$ cat src/rtl/ibex_div_iter.sv
// ibex_div_iter
// Iterative 32-bit divider for RV32M DIV/DIVU/REM/REMU. It borrows the ALU's
// shared adder through the multdiv operand/enable ports. The sequence is:
// absolute value of a, absolute value of b, 32 restoring-division steps,
// sign fix-up, then a one-cycle valid pulse.
//
// Ports:
//   clk_i, rst_ni     clock, asynchronous active-low reset
//   div_en_i          request/hold; dropping it while busy aborts the operation
//   operator_i        0 DIV, 1 DIVU, 2 REM, 3 REMU (sampled at start)
//   op_a_i, op_b_i    dividend, divisor (sampled at start)
//   alu_adder_ext_i   ALU extended adder: sum = [32:1], carry = [33]
//   alu_sel_o         ALU multdiv enable (adder owned)
//   alu_operand_a_o   ALU operand A {value, carry-in}
//   alu_operand_b_o   ALU operand B {value, carry-in}
//   valid_o           one-cycle result pulse
//   result_o          registered quotient or remainder
module ibex_div_iter (
   input  logic        clk_i,
   input  logic        rst_ni,
   input  logic        div_en_i,
   input  logic [1:0]  operator_i,
   input  logic [31:0] op_a_i,
   input  logic [31:0] op_b_i,
   input  logic [33:0] alu_adder_ext_i,
   output logic        alu_sel_o,
   output logic [32:0] alu_operand_a_o,
   output logic [32:0] alu_operand_b_o,
   output logic        valid_o,
   output logic [31:0] result_o
);

   typedef enum logic [2:0] {
      IDLE  = 3'd0,
      ABS_A = 3'd1,
      ABS_B = 3'd2,
      ITER  = 3'd3,
      FIX   = 3'd4,
      DONE  = 3'd5
   } state_e;

   state_e      state_r;
   state_e      state_nxt_s;

   logic [1:0]  op_r;
   logic [31:0] a_r;        // original dividend, kept for divide-by-zero REM
   logic [31:0] a_abs_r;
   logic [31:0] b_r;        // divisor, replaced by |b| in ABS_B
   logic        sign_a_r;
   logic        sign_b_r;
   logic        b_zero_r;
   logic [31:0] rem_r;
   logic [31:0] quo_r;
   logic [4:0]  cnt_r;
   logic [31:0] result_r;
   logic        valid_r;

   logic        alu_sel_s;
   logic [32:0] opa_s;
   logic [32:0] opb_s;
   logic [31:0] fix_res_s;

   // Operands are {x,1} + {y,1}, so sum bits [32:1] equal x + y + 1;
   // with y = ~v this is x - v, and the carry means "no borrow".
   logic [31:0] sum_s;
   logic        carry_s;
   logic        unused_s;
   assign sum_s    = alu_adder_ext_i[32:1];
   assign carry_s  = alu_adder_ext_i[33];
   assign unused_s = alu_adder_ext_i[0];

   logic        signed_s;
   logic        is_rem_s;
   logic        neg_a_s;
   logic        neg_b_s;
   logic        neg_quo_s;
   logic        fix_neg_s;
   logic [31:0] fix_val_s;
   logic [31:0] rsh_s;
   assign signed_s  = ~op_r[0];
   assign is_rem_s  = op_r[1];
   assign neg_a_s   = signed_s & sign_a_r;
   assign neg_b_s   = signed_s & sign_b_r;
   assign neg_quo_s = signed_s & (sign_a_r ^ sign_b_r) & ~b_zero_r;
   assign fix_val_s = is_rem_s ? rem_r : quo_r;
   assign fix_neg_s = is_rem_s ? neg_a_s : neg_quo_s;
   assign rsh_s     = {rem_r[30:0], quo_r[31]};

   // State register
   always_ff @(posedge clk_i or negedge rst_ni) begin
      if (!rst_ni) begin
         state_r <= IDLE;
      end else begin
         state_r <= state_nxt_s;
      end
   end

   // Next-state logic; a dropped enable aborts any busy state
   always_comb begin
      state_nxt_s = state_r;
      case (state_r)
         IDLE:  if (div_en_i) state_nxt_s = ABS_A; else state_nxt_s = IDLE;
         ABS_A: if (div_en_i) state_nxt_s = ABS_B; else state_nxt_s = IDLE;
         ABS_B: if (div_en_i) state_nxt_s = ITER;  else state_nxt_s = IDLE;
         ITER: begin
            if (!div_en_i) begin
               state_nxt_s = IDLE;
            end else if (cnt_r == 5'd31) begin
               state_nxt_s = FIX;
            end else begin
               state_nxt_s = ITER;
            end
         end
         FIX:   if (div_en_i) state_nxt_s = DONE;  else state_nxt_s = IDLE;
         DONE:  state_nxt_s = IDLE;
         default: state_nxt_s = IDLE;
      endcase
   end

   // Adder ownership and operands, combinational from state
   always_comb begin
      alu_sel_s = 1'b0;
      opa_s     = 33'd0;
      opb_s     = 33'd0;
      case (state_r)
         ABS_A: begin
            alu_sel_s = 1'b1;
            if (neg_a_s) begin
               opa_s = {32'd0, 1'b1};
               opb_s = {~a_r, 1'b1};
            end else begin
               opa_s = 33'd0;
               opb_s = 33'd0;
            end
         end
         ABS_B: begin
            alu_sel_s = 1'b1;
            if (neg_b_s) begin
               opa_s = {32'd0, 1'b1};
               opb_s = {~b_r, 1'b1};
            end else begin
               opa_s = 33'd0;
               opb_s = 33'd0;
            end
         end
         ITER: begin
            alu_sel_s = 1'b1;
            opa_s     = {rsh_s, 1'b1};
            opb_s     = {~b_r, 1'b1};
         end
         FIX: begin
            alu_sel_s = 1'b1;
            opa_s     = {32'd0, 1'b1};
            opb_s     = {~fix_val_s, 1'b1};
         end
         default: begin
            alu_sel_s = 1'b0;
            opa_s     = 33'd0;
            opb_s     = 33'd0;
         end
      endcase
   end

   // Final result selection: divide-by-zero overrides the sign fix-up
   always_comb begin
      fix_res_s = 32'd0;
      if (b_zero_r) begin
         if (is_rem_s) begin
            fix_res_s = a_r;
         end else begin
            fix_res_s = 32'hFFFF_FFFF;
         end
      end else if (fix_neg_s) begin
         fix_res_s = sum_s;
      end else begin
         fix_res_s = fix_val_s;
      end
   end

   // Datapath registers and result/valid outputs
   always_ff @(posedge clk_i or negedge rst_ni) begin
      if (!rst_ni) begin
         op_r     <= 2'd0;
         a_r      <= 32'd0;
         a_abs_r  <= 32'd0;
         b_r      <= 32'd0;
         sign_a_r <= 1'b0;
         sign_b_r <= 1'b0;
         b_zero_r <= 1'b0;
         rem_r    <= 32'd0;
         quo_r    <= 32'd0;
         cnt_r    <= 5'd0;
         result_r <= 32'd0;
         valid_r  <= 1'b0;
      end else begin
         valid_r <= 1'b0;
         case (state_r)
            IDLE: begin
               if (div_en_i) begin
                  op_r     <= operator_i;
                  a_r      <= op_a_i;
                  b_r      <= op_b_i;
                  sign_a_r <= op_a_i[31];
                  sign_b_r <= op_b_i[31];
                  b_zero_r <= (op_b_i == 32'd0);
               end
            end
            ABS_A: a_abs_r <= neg_a_s ? sum_s : a_r;
            ABS_B: begin
               b_r   <= neg_b_s ? sum_s : b_r;
               rem_r <= 32'd0;
               quo_r <= a_abs_r;
               cnt_r <= 5'd0;
            end
            ITER: begin
               cnt_r <= cnt_r + 5'd1;
               if (carry_s) begin
                  rem_r <= sum_s;
                  quo_r <= {quo_r[30:0], 1'b1};
               end else begin
                  rem_r <= rsh_s;
                  quo_r <= {quo_r[30:0], 1'b0};
               end
            end
            FIX: begin
               // An abort in FIX leaves the previous result untouched
               if (div_en_i) begin
                  result_r <= fix_res_s;
                  valid_r  <= 1'b1;
               end
            end
            default: ;
         endcase
      end
   end

   assign alu_sel_o       = alu_sel_s;
   assign alu_operand_a_o = opa_s;
   assign alu_operand_b_o = opb_s;
   assign valid_o         = valid_r;
   assign result_o        = result_r;

endmodule
$ cat config.mk
export PLATFORM = sky130hd
export DESIGN_NAME = ibex_div_iter
export DESIGN_NICKNAME = d
export VERILOG_FILES = /design/src/rtl/ibex_div_iter.sv
export SDC_FILE = /design/constraint.sdc
export NUM_CORES = 1
export LEC_CHECK = 0
export BUFFER_PORTS_ARGS = -buffer_cell sky130_fd_sc_hd__buf_2
export CAP_MARGIN = 20
export CORE_MARGIN = 1
export CORE_UTILIZATION = 51
export DETAILED_ROUTE_END_ITERATION = 16
export PLACE_DENSITY = 0.75
export REMOVE_ABC_BUFFERS = 1
export SYNTH_ARGS = -nofsm -noshare
export SYNTH_HDL_FRONTEND = slang
export SYNTH_SLANG_ARGS = --single-unit
$ cat constraint.sdc
create_clock -name clk_i -period 1.65 [get_ports clk_i]
set_clock_uncertainty 0.05 [all_clocks]
set_input_delay 0.0825 -clock clk_i [delete_from_list [all_inputs] [get_ports clk_i]]
set_output_delay 0.0825 -clock clk_i [all_outputs]
set_load 0.03 [all_outputs]
==> flow_summary.json <==
{
  "status": "finished, violations left",
  "violations": "negative setup slack",
  "ys_ff_latch": 205,
  "numCtsBuffers": 23,
  "synth_area_leaders": "dfrtp_1 (47%), mux2i_1 (15%), nand2_1 (4.6%), mux2_4 (4.0%), o21ai_0 (3.6%)",
  "grt_pass1_vias": 12041,
  "top_usage_layer": "met2",
  "cts_tree": "yes",
  "clkSlewWorstSetupHoldPaths_ns": 0.07,
  "synth_compound_area_share_pct": 13.3,
  "cts_max_level": 1,
  "max_clock_freq_ghz": 0.424,
  "swShare_pct": 36.6,
  "dr.pass1.iters": 7,
  "drt_wl_total_um": 52400,
  "met1_usage_pct": 52.5,
  "cp_slowest_cell": "dfrtp_2",
  "dp_hpwl_um": 22700,
  "die_height_um": 148,
  "cp_max_fo": 5,
  "worst_pin_slew_ns": 0.635,
  "ir_worst_vdd_v": 0.00111,
  "cp.required_ns": 1.52,
  "worst_slack_ns": -0.710,
  "synthSimpleGateAreaFrac_pct": 11.9,
  "start_util_pct": 52.0,
  "syn_avg_cell_area_um2": 10.3,
  "p_leak_nw": 8.28,
  "path_delay_family": "simple AND/OR/NAND/NOR gates",
  "grt_use_total_pct": 44.9,
  "grt_max_degree": 65,
  "slew_headroom_pct": 57.7,
  "syn_area_mm2": 0.0109,
  "nNetsFinal": 1571,
  "antenna_found_initial": 1,
  "synth_xor_area_share_pct": 0.0802,
  "total_power_mw": 20.2,
  "seq_area_frac_synth_pct": 47.0,
  "maxCapViolations": 0,
  "period_share_pct": 143,
  "critical_path_class": "reg2out",
  "path_cells": "nor2b_4 -> and2_4 -> nand3_4 -> buf_12 -> buf_12 -> o221ai_4 -> buf_6",
  "port_buffers": 201,
  "power_density_mw_per_mm2": 1120,
  "avgViaCountPerCell": 6.65,
  "seq_power_share_pct": 36.9,
  "crit_top_cell": "buf_12",
  "crit_path_max_incr_delay_ns": 0.43,
  "synth_top_family_by_area": "multiplexers",
  "dp_cells": 1531,
  "clockBufferDepth": 3,
  "internal_power_mw": 12.8,
  "diodes": 0,
  "core-area_mm2": 0.0210,
  "rsz0062_at_grt": "true",
  "whs_ns": 0.101,
  "routedWlPerCell_um": 29.9,
  "grt_pass1_wl_um": 73100,
  "stdcell_count": 1757,
  "setup_violations": 190,
  "use_met3_pct": 11.4,
  "switching_power_mw": 7.39,
  "synth-edff-count": 0,
  "synth_common_cells": "dfrtp_1 (205), mux2i_1 (159), nand2_1 (134), o21ai_0 (79), o21ai_1 (55)",
  "first_iter_violations": 1297,
  "postRouteAntennaNets": 0,
  "hold_viol": 0,
  "ys_async_sr_fraction_pct": 100,
  "cp_data_arrival_time_ns": 2.23,
  "die_width_um": 148,
  "cts-root-buf": "clkbuf_16",
  "fin_setup_tns_ns": -69.25,
  "drc": 0,
  "hold_class": "in2async",
  "insertion_delay_ns": 0.53,
  "pwr-share-clk_pct": 26.1,
  "cts.sinks": 205,
  "gp_congestion": 0.847,
  "finalMaxSlewViolations": 0,
  "timing.critical_path.buf_inv": 3,
  "ys_warn_count": 0,
  "areaGrowthSynthToFinish_pct": 65.0,
  "cp-end-kind": "output port",
  "vias": 11676,
  "pin_count": 203,
  "drive_gt1_share_pct": 46.7,
  "worstSetupStartpointType": "flop",
  "p_comb_share_pct": 37.0,
  "synth-main-ff-cell": "dfrtp_1",
  "rows": 53,
  "synth_cell_type_count": 44,
  "synthAdderAreaFrac_pct": 0.229,
  "grt_util_met2_pct": 71.2,
  "synth.area.mux_share_pct": 22.5,
  "final_core_util_pct": 85.8,
  "die_area_mm2": 0.0220,
  "netlist_instances": 1060,
  "period_needed_ns": 2.36,
  "synth_top_area_share_pct": 47.0,
  "synth_most_common_cell": "dfrtp_1",
  "grt_overflow": 0,
  "synth_area_leader_cell": "dfrtp_1"
}
per-layer routing:
layer / routed length, um / vias up
li1: - / 4612
met1: 17200 / 5637
met2: 23800 / 1038
met3: 6680 / 387
met4: 4810 / 2
met5: 13 / -
cell type report:
cell class	count	area, um2
Multi-Input combinational cell	733	6640
Clock buffer	35	691
Tap cell	275	344
Clock inverter	6	58.8
Sequential cell	205	5140
Fill cell	899	2990
Timing Repair Buffer	468	5010
Inverter	35	146
cells in the final DEF, fill, tap and decap left out, types with 33 or more instances in the layout:
| cell | synthesis | routed |
|---|---|---|
| dfrtp_1 | 205 | 200 |
| mux2i_1 | 159 | 154 |
| buf_2 | 38 | 134 |
| nand2_1 | 134 | 100 |
| dlygate4sd3_1 | 0 | 100 |
| buf_6 | 3 | 97 |
| o21ai_0 | 79 | 65 |
| mux2_4 | 29 | 65 |
| buf_4 | 6 | 48 |
| buf_12 | 0 | 47 |
| o21ai_2 | 0 | 41 |
| nor2_1 | 35 | 33 |
sequential cells by signal, indices dropped and copies added (netlist names):
| signal | count |
|---|---|
| b_r | 32 |
| sign_b_r | 1 |
| state_r | 3 |
| op_r | 2 |
| quo_r | 32 |
| cnt_r | 5 |
| b_zero_r | 1 |
| result_o | 32 |
| rem_r | 32 |
| a_r | 32 |
| valid_o | 1 |
| a_abs_r | 32 |
final timing paths:
kind / start / to / slack [ns] / depth (start not counted)
max: state_r[0]$_DFF_PN0_ / alu_operand_b_o[13] / -0.71 / 7
min: rst_ni / a_r[27]$_DFFE_PN0P_ / 0.10 / 2
min in group clk_i: alu_adder_ext_i[33] / quo_r[0]$_DFFE_PN0P_ / 0.12 / 4
max reg2reg: state_r[2]$_DFF_PN0_ / b_r[13]$_DFFE_PN0P_ / -0.54 / 9
min reg2reg: cnt_r[2]$_DFFE_PN0P_ / cnt_r[2]$_DFFE_PN0P_ / 0.46 / 1
max in group asynchronous: rst_ni / state_r[1]$_DFF_PN0_ / 0.83 / 3
per-stage QoR:
step	setup slack, ns	cell area (um2)
detailed placement	-0.213	12900
finish	-0.710	18000
CTS	-0.568	17700
floorplan	-5.82	10500
global placement	-0.194	12900
global route	-0.762	18000
power groups by stage:
stage | registers [mW] | logic [mW] | clock network [mW]
after global routing | 7.53 | 7.72 | 5.47
after floorplan | 7.02 | 3.10 | 0
after detailed placement | 7.04 | 4.98 | 0
after global placement | 6.99 | 4.84 | 0
after CTS | 7.21 | 6.79 | 5.20
final | 7.45 | 7.47 | 5.27
cell families (layout without fill, tap and decap cells):
group / count (synthesis) / count (layout)
flops: 205 / 205
compound gates: 238 / 238
simple gates: 265 / 266
mux: 226 / 226
fa+ha+maj: 2 / 2
buf+inv: 123 / 544
xor+xnor: 1 / 1
what timing repair did:
action	in CTS	in global routing
resized for setup	449	88
cloned	33	3
buffers inserted	45	20
hold endpoints to repair	350	0
hold buffers	100	0
pin swaps	86	16
endpoints found under the setup margin	183	219
No activity file was read; power rests on OpenSTA's default activity.
